## src/rtl/cpu_core_param.sv

```systemverilog
// cpu_core_param: multicycle accumulator core with a
// waited memory port, return stack, HALT and fault stop.
module cpu_core_param #(
   parameter int DW = 8,
   parameter int AW = 8,
   parameter int SD = 4
) (
   input  logic          CLK,
   input  logic          CLR,
   output logic          MEM_REQ,
   output logic          MEM_WE,
   output logic [AW-1:0] MEM_ADDR,
   output logic [DW+7:0] MEM_WDATA,
   input  logic [DW+7:0] MEM_RDATA,
   input  logic          MEM_ACK,
   output logic [DW-1:0] ACC_OUT,
   output logic [AW-1:0] PC_OUT,
   output logic          HALTED,
   output logic          FAULT
);

   localparam int SPW = $clog2(SD + 1);
   localparam int IW  = $clog2(SD);

   typedef enum logic [2:0] {
      S_FETCH,
      S_DECODE,
      S_EXECUTE,
      S_INCREMENT,
      S_STOP
   } state_t;

   typedef enum logic [3:0] {
      OP_NOP,
      OP_LOAD,
      OP_AND,
      OP_NOT,
      OP_ADD,
      OP_SUB,
      OP_JMP,
      OP_JZ,
      OP_JNZ,
      OP_JC,
      OP_JNC,
      OP_IN,
      OP_OUT,
      OP_CALL,
      OP_RET,
      OP_HALT
   } op_t;

   state_t        state;
   op_t           op;
   op_t           dec;
   logic [DW+7:0] ir;
   logic [DW-1:0] acc;
   logic [AW-1:0] pc;
   logic          z;
   logic          c;
   logic [SPW-1:0] sp;
   logic [AW-1:0] stk [SD];
   logic          rst_q;
   logic          halted_q;
   logic          fault_q;

   logic [7:0]    opc;
   logic [DW-1:0] opd;
   logic [AW-1:0] tgt;
   logic [AW-1:0] pc_inc;
   logic [DW:0]   sum;
   logic [DW:0]   dif;
   logic [DW-1:0] and_r;
   logic [DW-1:0] not_r;
   logic [SPW-1:0] sp_dec;
   logic          io_op;
   logic          s_full;
   logic          s_empty;
   logic          take;

   assign opc     = ir[DW+7:DW];
   assign opd     = ir[DW-1:0];
   assign tgt     = opd[AW-1:0];
   assign pc_inc  = pc + 1'b1;
   assign sum     = {1'b0, acc} + {1'b0, opd};
   assign dif     = {1'b0, acc} - {1'b0, opd};
   assign and_r   = acc & opd;
   assign not_r   = ~acc;
   assign sp_dec  = sp - 1'b1;
   assign s_full  = (sp == SPW'(SD));
   assign s_empty = (sp == '0);
   assign io_op   = (op == OP_IN) || (op == OP_OUT);

   // The first cycle after reset keeps REQ low so the
   // bus sees a clean idle cycle before the first fetch.
   assign MEM_REQ   = (state == S_FETCH && !rst_q)
                   || (state == S_EXECUTE && io_op);
   assign MEM_WE    = (state == S_EXECUTE) && (op == OP_OUT);
   assign MEM_ADDR  = (state == S_EXECUTE) ? tgt : pc;
   assign MEM_WDATA = {8'h00, acc};
   assign ACC_OUT   = acc;
   assign PC_OUT    = pc;
   assign HALTED    = halted_q;
   assign FAULT     = fault_q;

   // Opcode classification, registered in DECODE.
   always_comb begin
      dec = OP_NOP;
      unique case (1'b1)
         (opc ==? 8'b0000_????): dec = OP_LOAD;
         (opc ==? 8'b0001_????): dec = OP_AND;
         (opc ==? 8'b0011_????): dec = OP_NOT;
         (opc ==? 8'b0100_????): dec = OP_ADD;
         (opc ==? 8'b0110_????): dec = OP_SUB;
         (opc ==? 8'b1000_????): dec = OP_JMP;
         (opc ==? 8'b1001_00??): dec = OP_JZ;
         (opc ==? 8'b1001_01??): dec = OP_JNZ;
         (opc ==? 8'b1001_10??): dec = OP_JC;
         (opc ==? 8'b1001_11??): dec = OP_JNC;
         (opc ==? 8'b1010_????): dec = OP_IN;
         (opc ==? 8'b1100_????): dec = OP_CALL;
         (opc ==? 8'b1101_????): dec = OP_RET;
         (opc ==? 8'b1110_????): dec = OP_OUT;
         (opc ==? 8'b1111_????): dec = OP_HALT;
         default:                dec = OP_NOP;
      endcase
   end

   // Branch condition from the flags left by earlier ALU ops.
   always_comb begin
      take = 1'b0;
      unique case (op)
         OP_JMP:  take = 1'b1;
         OP_JZ:   take = z;
         OP_JNZ:  take = !z;
         OP_JC:   take = c;
         OP_JNC:  take = !c;
         default: take = 1'b0;
      endcase
   end

   // Fetch/decode/execute/increment sequencer and datapath.
   always_ff @(posedge CLK) begin
      if (CLR) begin
         state    <= S_FETCH;
         op       <= OP_NOP;
         ir       <= '0;
         pc       <= '0;
         acc      <= '0;
         z        <= 1'b0;
         c        <= 1'b0;
         sp       <= '0;
         rst_q    <= 1'b1;
         halted_q <= 1'b0;
         fault_q  <= 1'b0;
      end else begin
         rst_q <= 1'b0;
         unique case (state)
            S_FETCH: begin
               if (!rst_q && MEM_ACK) begin
                  ir    <= MEM_RDATA;
                  state <= S_DECODE;
               end
            end
            S_DECODE: begin
               op    <= dec;
               state <= S_EXECUTE;
            end
            S_EXECUTE: begin
               unique case (op)
                  OP_LOAD: begin
                     acc   <= opd;
                     state <= S_INCREMENT;
                  end
                  OP_AND: begin
                     acc   <= and_r;
                     z     <= ~|and_r;
                     c     <= 1'b0;
                     state <= S_INCREMENT;
                  end
                  OP_NOT: begin
                     acc   <= not_r;
                     z     <= ~|not_r;
                     c     <= 1'b0;
                     state <= S_INCREMENT;
                  end
                  OP_ADD: begin
                     acc   <= sum[DW-1:0];
                     z     <= ~|sum[DW-1:0];
                     c     <= sum[DW];
                     state <= S_INCREMENT;
                  end
                  OP_SUB: begin
                     acc   <= dif[DW-1:0];
                     z     <= ~|dif[DW-1:0];
                     c     <= dif[DW];
                     state <= S_INCREMENT;
                  end
                  OP_JMP, OP_JZ, OP_JNZ, OP_JC, OP_JNC: begin
                     if (take) begin
                        pc    <= tgt;
                        state <= S_FETCH;
                     end else begin
                        state <= S_INCREMENT;
                     end
                  end
                  OP_IN: begin
                     if (MEM_ACK) begin
                        acc   <= MEM_RDATA[DW-1:0];
                        state <= S_INCREMENT;
                     end
                  end
                  OP_OUT: begin
                     if (MEM_ACK) begin
                        state <= S_INCREMENT;
                     end
                  end
                  OP_CALL: begin
                     if (s_full) begin
                        fault_q  <= 1'b1;
                        halted_q <= 1'b1;
                        state    <= S_STOP;
                     end else begin
                        stk[sp[IW-1:0]] <= pc_inc;
                        sp    <= sp + 1'b1;
                        pc    <= tgt;
                        state <= S_FETCH;
                     end
                  end
                  OP_RET: begin
                     if (s_empty) begin
                        fault_q  <= 1'b1;
                        halted_q <= 1'b1;
                        state    <= S_STOP;
                     end else begin
                        pc    <= stk[sp_dec[IW-1:0]];
                        sp    <= sp_dec;
                        state <= S_FETCH;
                     end
                  end
                  OP_HALT: begin
                     halted_q <= 1'b1;
                     state    <= S_STOP;
                  end
                  default: begin
                     state <= S_INCREMENT;
                  end
               endcase
            end
            S_INCREMENT: begin
               pc    <= pc_inc;
               state <= S_FETCH;
            end
            S_STOP: begin
               state <= S_STOP;
            end
            default: begin
               state <= S_FETCH;
            end
         endcase
      end
   end

endmodule

```

## config.mk

```make
export PLATFORM = sky130hd
export DESIGN_NAME = cpu_core_param
export DESIGN_NICKNAME = d
export VERILOG_FILES = /design/src/rtl/cpu_core_param.sv
export SDC_FILE = /design/constraint.sdc
export NUM_CORES = 1
export LEC_CHECK = 0
export ABC_AREA = 1
export CAP_MARGIN = 25
export CORE_ASPECT_RATIO = 1.1
export CORE_MARGIN = 2
export CORE_UTILIZATION = 45
export CTS_BUF_LIST = sky130_fd_sc_hd__clkbuf_2
export DETAILED_ROUTE_END_ITERATION = 8
export PLACE_DENSITY_LB_ADDON = 0.1
export SLEW_MARGIN = 20
export SYNTH_ARGS = -nofsm -noshare
export SYNTH_HDL_FRONTEND = slang
export SYNTH_SLANG_ARGS = --single-unit
```

## constraint.sdc

```tcl
create_clock -name CLK -period 3 [get_ports CLK]
set_input_delay 0.45 -clock CLK [delete_from_list [all_inputs] [get_ports CLK]]
set_output_delay 0.45 -clock CLK [all_outputs]
set_load 0.02 [all_outputs]
```

==> impl_metrics.py <==
metrics = {
    "yosys": {
        "synthDominantCellAreaShare_pct": 19.27,
        "synthCells": 692,
        "synth_seq_cells": 77,
        "synth_warnings": 0,
        "synth.avg_cell_area_um2": 7.205,
        "ys.flop_type": "dfxtp_1",
        "synth_edf_count": 32,
        "async_flop_share_pct": 0,
        "yosysMostFrequentCell": "nand2_1",
        "ys_top_cells_by_area": "edfxtp_1 19%, dfxtp_1 18%, nand2_1 11%",
        "syn_area_um2": 4986,
        "synthDistinctLibCells": 41,
        "synth_largest_area_cell": "edfxtp_1",
        "ys_seq_area_share_pct": 37.34,
        "synth_common_cells": "146 x nand2_1, 95 x nor2_1, 75 x inv_1",
    },
    "worst_setup_path": {
        "cp-start-kind": "register",
        "path_max_fanout": 19,
        "crit_chain": "inv_1 -> nor2_1 -> nand2_4 -> o21ai_0 -> clkdlybuf4s50_1",
        "reg2reg_setup_slack_ps": 750,
        "r2r_cells": 11,
        "r2r-start": "ACC_OUT[0]$_SDFFE_PP0P_",
        "path_class": "register to primary output",
        "cp.arrival_ps": 2380,
        "path_delay_family": "buffers and inverters",
        "worstPathRequired_ps": 2550,
        "critical-path-slowest-cell": "clkdlybuf4s50_1",
        "cp_num_buf_inv": 2,
        "cp-end-kind": "primary output",
        "rr_endpoint": "c$_SDFFE_PP0P_",
        "slowest_delay_ps": 660,
    },
    "power": {
        "ir_drop_v": 0.0002738,
        "p_leak_nw": 2.499,
        "p_per_area_nw_per_um2": 454.6,
    },
    "timing": {
        "min_period_ps": 2827,
        "slew_headroom_pct": 63.25,
        "fin_setup_tns_ps": 0,
        "worst_slack_ps": 173.0,
        "hold_violations": 0,
        "fin_skew_ps": 19.50,
        "worstMarginPinSlew_ps": 549.3,
        "rsz0062_at_grt": "no",
        "period_share_pct": 94.23,
        "setup_violations": 0,
        "slew_violations": 0,
        "max_freq_ghz": 0.3537,
    },
    "global_routing": {
        "antenna_found_initial": 0,
        "grt_usage_pct": 22.82,
        "grt_pass1_vias": 4469,
        "grt_pass1_wl_um": 21470,
        "grt_max_degree": 28,
        "grt-ovfl-total": 0,
    },
    "cells_and_area": {
        "layout-drive-gt1-share_pct": 7.105,
        "area_delta_synth_final_pct": 16.11,
        "nNetsFinal": 788,
        "insertedDiodeCount": 0,
        "fin_cells": 893,
    },
    "drt": {
        "drt_iter0_markers": 282,
        "via_per_inst": 5.196,
        "drtPass1Iterations": 4,
        "vias": 4640,
        "drtAntennaViolNets": 0,
        "drc": 0,
        "avgRoutedWirePerCell_um": 14.82,
        "wirelength_um": 13240,
    },
    "floorplan": {
        "core.rowCount": 40,
        "die_area_um2": 11940,
        "die_h_um": 114.4,
        "core-area_um2": 10860,
        "io_pins": 63,
        "start_util_pct": 45.91,
        "dieWidth_um": 104.4,
    },
    "clocking": {
        "clk_pin_slew_worst_paths_ps": 210,
        "clock-root-buffer": "clkbuf_2",
        "clock_path_buffers": 2,
        "cts_tree": "done",
        "htree_levels": 3,
        "clk_latency_ps": 560,
        "cts.sinks": 77,
        "cts_buffers": 9,
    },
    "place": {
        "dp.cells": 875,
        "place_congestion": 0.9610,
        "place_hpwl_um": 9769,
        "pre_cts_ws_ps": 568.6,
        "port_buffers": 52,
    },
    "min_path": {
        "min_from": "MEM_RDATA[10]",
        "hp-class": "input port to register",
        "hold_depth": 3,
        "min_to": "ir[10]$_SDFFE_PP0P_",
    },
    "outcome": {
        "outcome": "complete, no violations",
    },
    "job": {
        "cap_violations": 0,
    },
}
==> routing by layer <==
layer  GRT usage, %  vias up  share of wire, %
met1          27.60     2135                44
li1               -     2359                 -
met4          8.559        0               1.5
met2          41.53      127                49
met5              0        -                 0
met3          2.903       19               4.7
==> layout by cell type, fill, tap and decap left out, drive strengths merged <==
cell and n:
o211a 1, conb 8, clkbuf 9, nand2 153, xnor2 4, nor2 101, nand3 43, edfxtp 32
buf 12, dfxtp 45, o221ai 3, o21bai 1, clkinvlp 2, clkinv 4, nor4 1, o2111ai 1
nor3 1, xor2 5, or2 1, clkdlybuf4s50 52, a211oi 3, ha 26, o31ai 2, nand3b 2
nand4 10, fa 2, o21ai 72, or3 1, o211ai 3, bufinv 3, inv 79, a21oi 53
a22o 1, o22ai 10
==> logic make-up (layout without fill, tap and decap cells) <==
| kind of cell | count (synthesis) | count (layout) | synth area share [%] |
|---|---|---|---|
| DFF | 77 | 77 | 37.34 |
| buffers and inverters | 114 | 161 | 10.01 |
| other | 1 | 8 | 0.07521 |
| xor gates and xnor gates | 9 | 9 | 1.581 |
| and+or+nand+nor | 313 | 313 | 27.43 |
| adders and majority gates | 28 | 28 | 7.327 |
| AOI/OAI and AO/OA | 150 | 150 | 16.24 |
==> tightest hold or removal path: cells and delay by family <==
kind	cells	cell delay [ps]
buffers and inverters	1	390
AOI/OAI and AO/OA	1	150
and+or+nand+nor	1	40
==> registers in the layout (all words and copies together) (netlist names) <==
name,count
rst_q,1
ir,14
sp,3
c,1
PC_OUT,8
HALTED,1
z,1
state,3
stk,32
FAULT,1
ACC_OUT,8
op,4
==> how the worst max path moves through the flow <==
stage                     startpoint             endpoint  slack (ps)  depth (start not counted)
6_report       state[1]$_SDFFE_PP0P_          MEM_ADDR[3]         170                          5
5_1_grt        state[1]$_SDFFE_PP0P_              MEM_REQ          20                          6
4_1_cts           op[3]$_SDFFE_PP0N_              MEM_REQ           5                          6
3_5_place_dp   state[1]$_SDFFE_PP0P_              MEM_REQ         570                          6
3_3_place_gp   state[1]$_SDFFE_PP0P_          MEM_ADDR[3]         570                          5
2_1_floorplan     sp[0]$_SDFFE_PP0P_  stk[1][0]$_DFFE_PP_         690                          7
==> stage by stage <==
step / cell area (um^2) / total power (W) / util (%) / hold slack (ps)
after global routing: 5789 / 0.002776 / 53.31 / 503.5
after floorplan: 5012 / 0.001708 / - / 464.3
final: 5789 / 0.002632 / 53.31 / 478.7
after detailed placement: 5598 / 0.001908 / 51.54 / 470.8
after CTS: 5759 / 0.002633 / 53.03 / 468.3
after global placement: 5598 / 0.001895 / 51.54 / 440.2
==> area by class of cell <==
cell class	count	area, um^2
clock buffer	9	45.04
clock inverter	7	113.9
fill	1097	5071
inverter	81	305.3
multi-input combinational	508	2665
sequential	77	1866
tap	147	183.9
timing repair buffer	64	610.6
==> timing repair <==
item	in CTS	in global routing
setup buffers	0	2
gates resized for setup	1	6
hold buffers	0	0
setup endpoints to repair	4	1
pin swaps	0	1
==> where the power goes <==
| part | total (W) | internal (W) | leakage [nW] | switching [W] |
|---|---|---|---|---|
| Clock | 0.000731 | 0.000354 | 0.0856 | 0.000378 |
| Sequential | 0.00119 | 0.00114 | 0.650 | 0.0000570 |
| Combinational | 0.000706 | 0.000243 | 1.76 | 0.000462 |
Note: power is estimated with default switching activity, not from simulation.
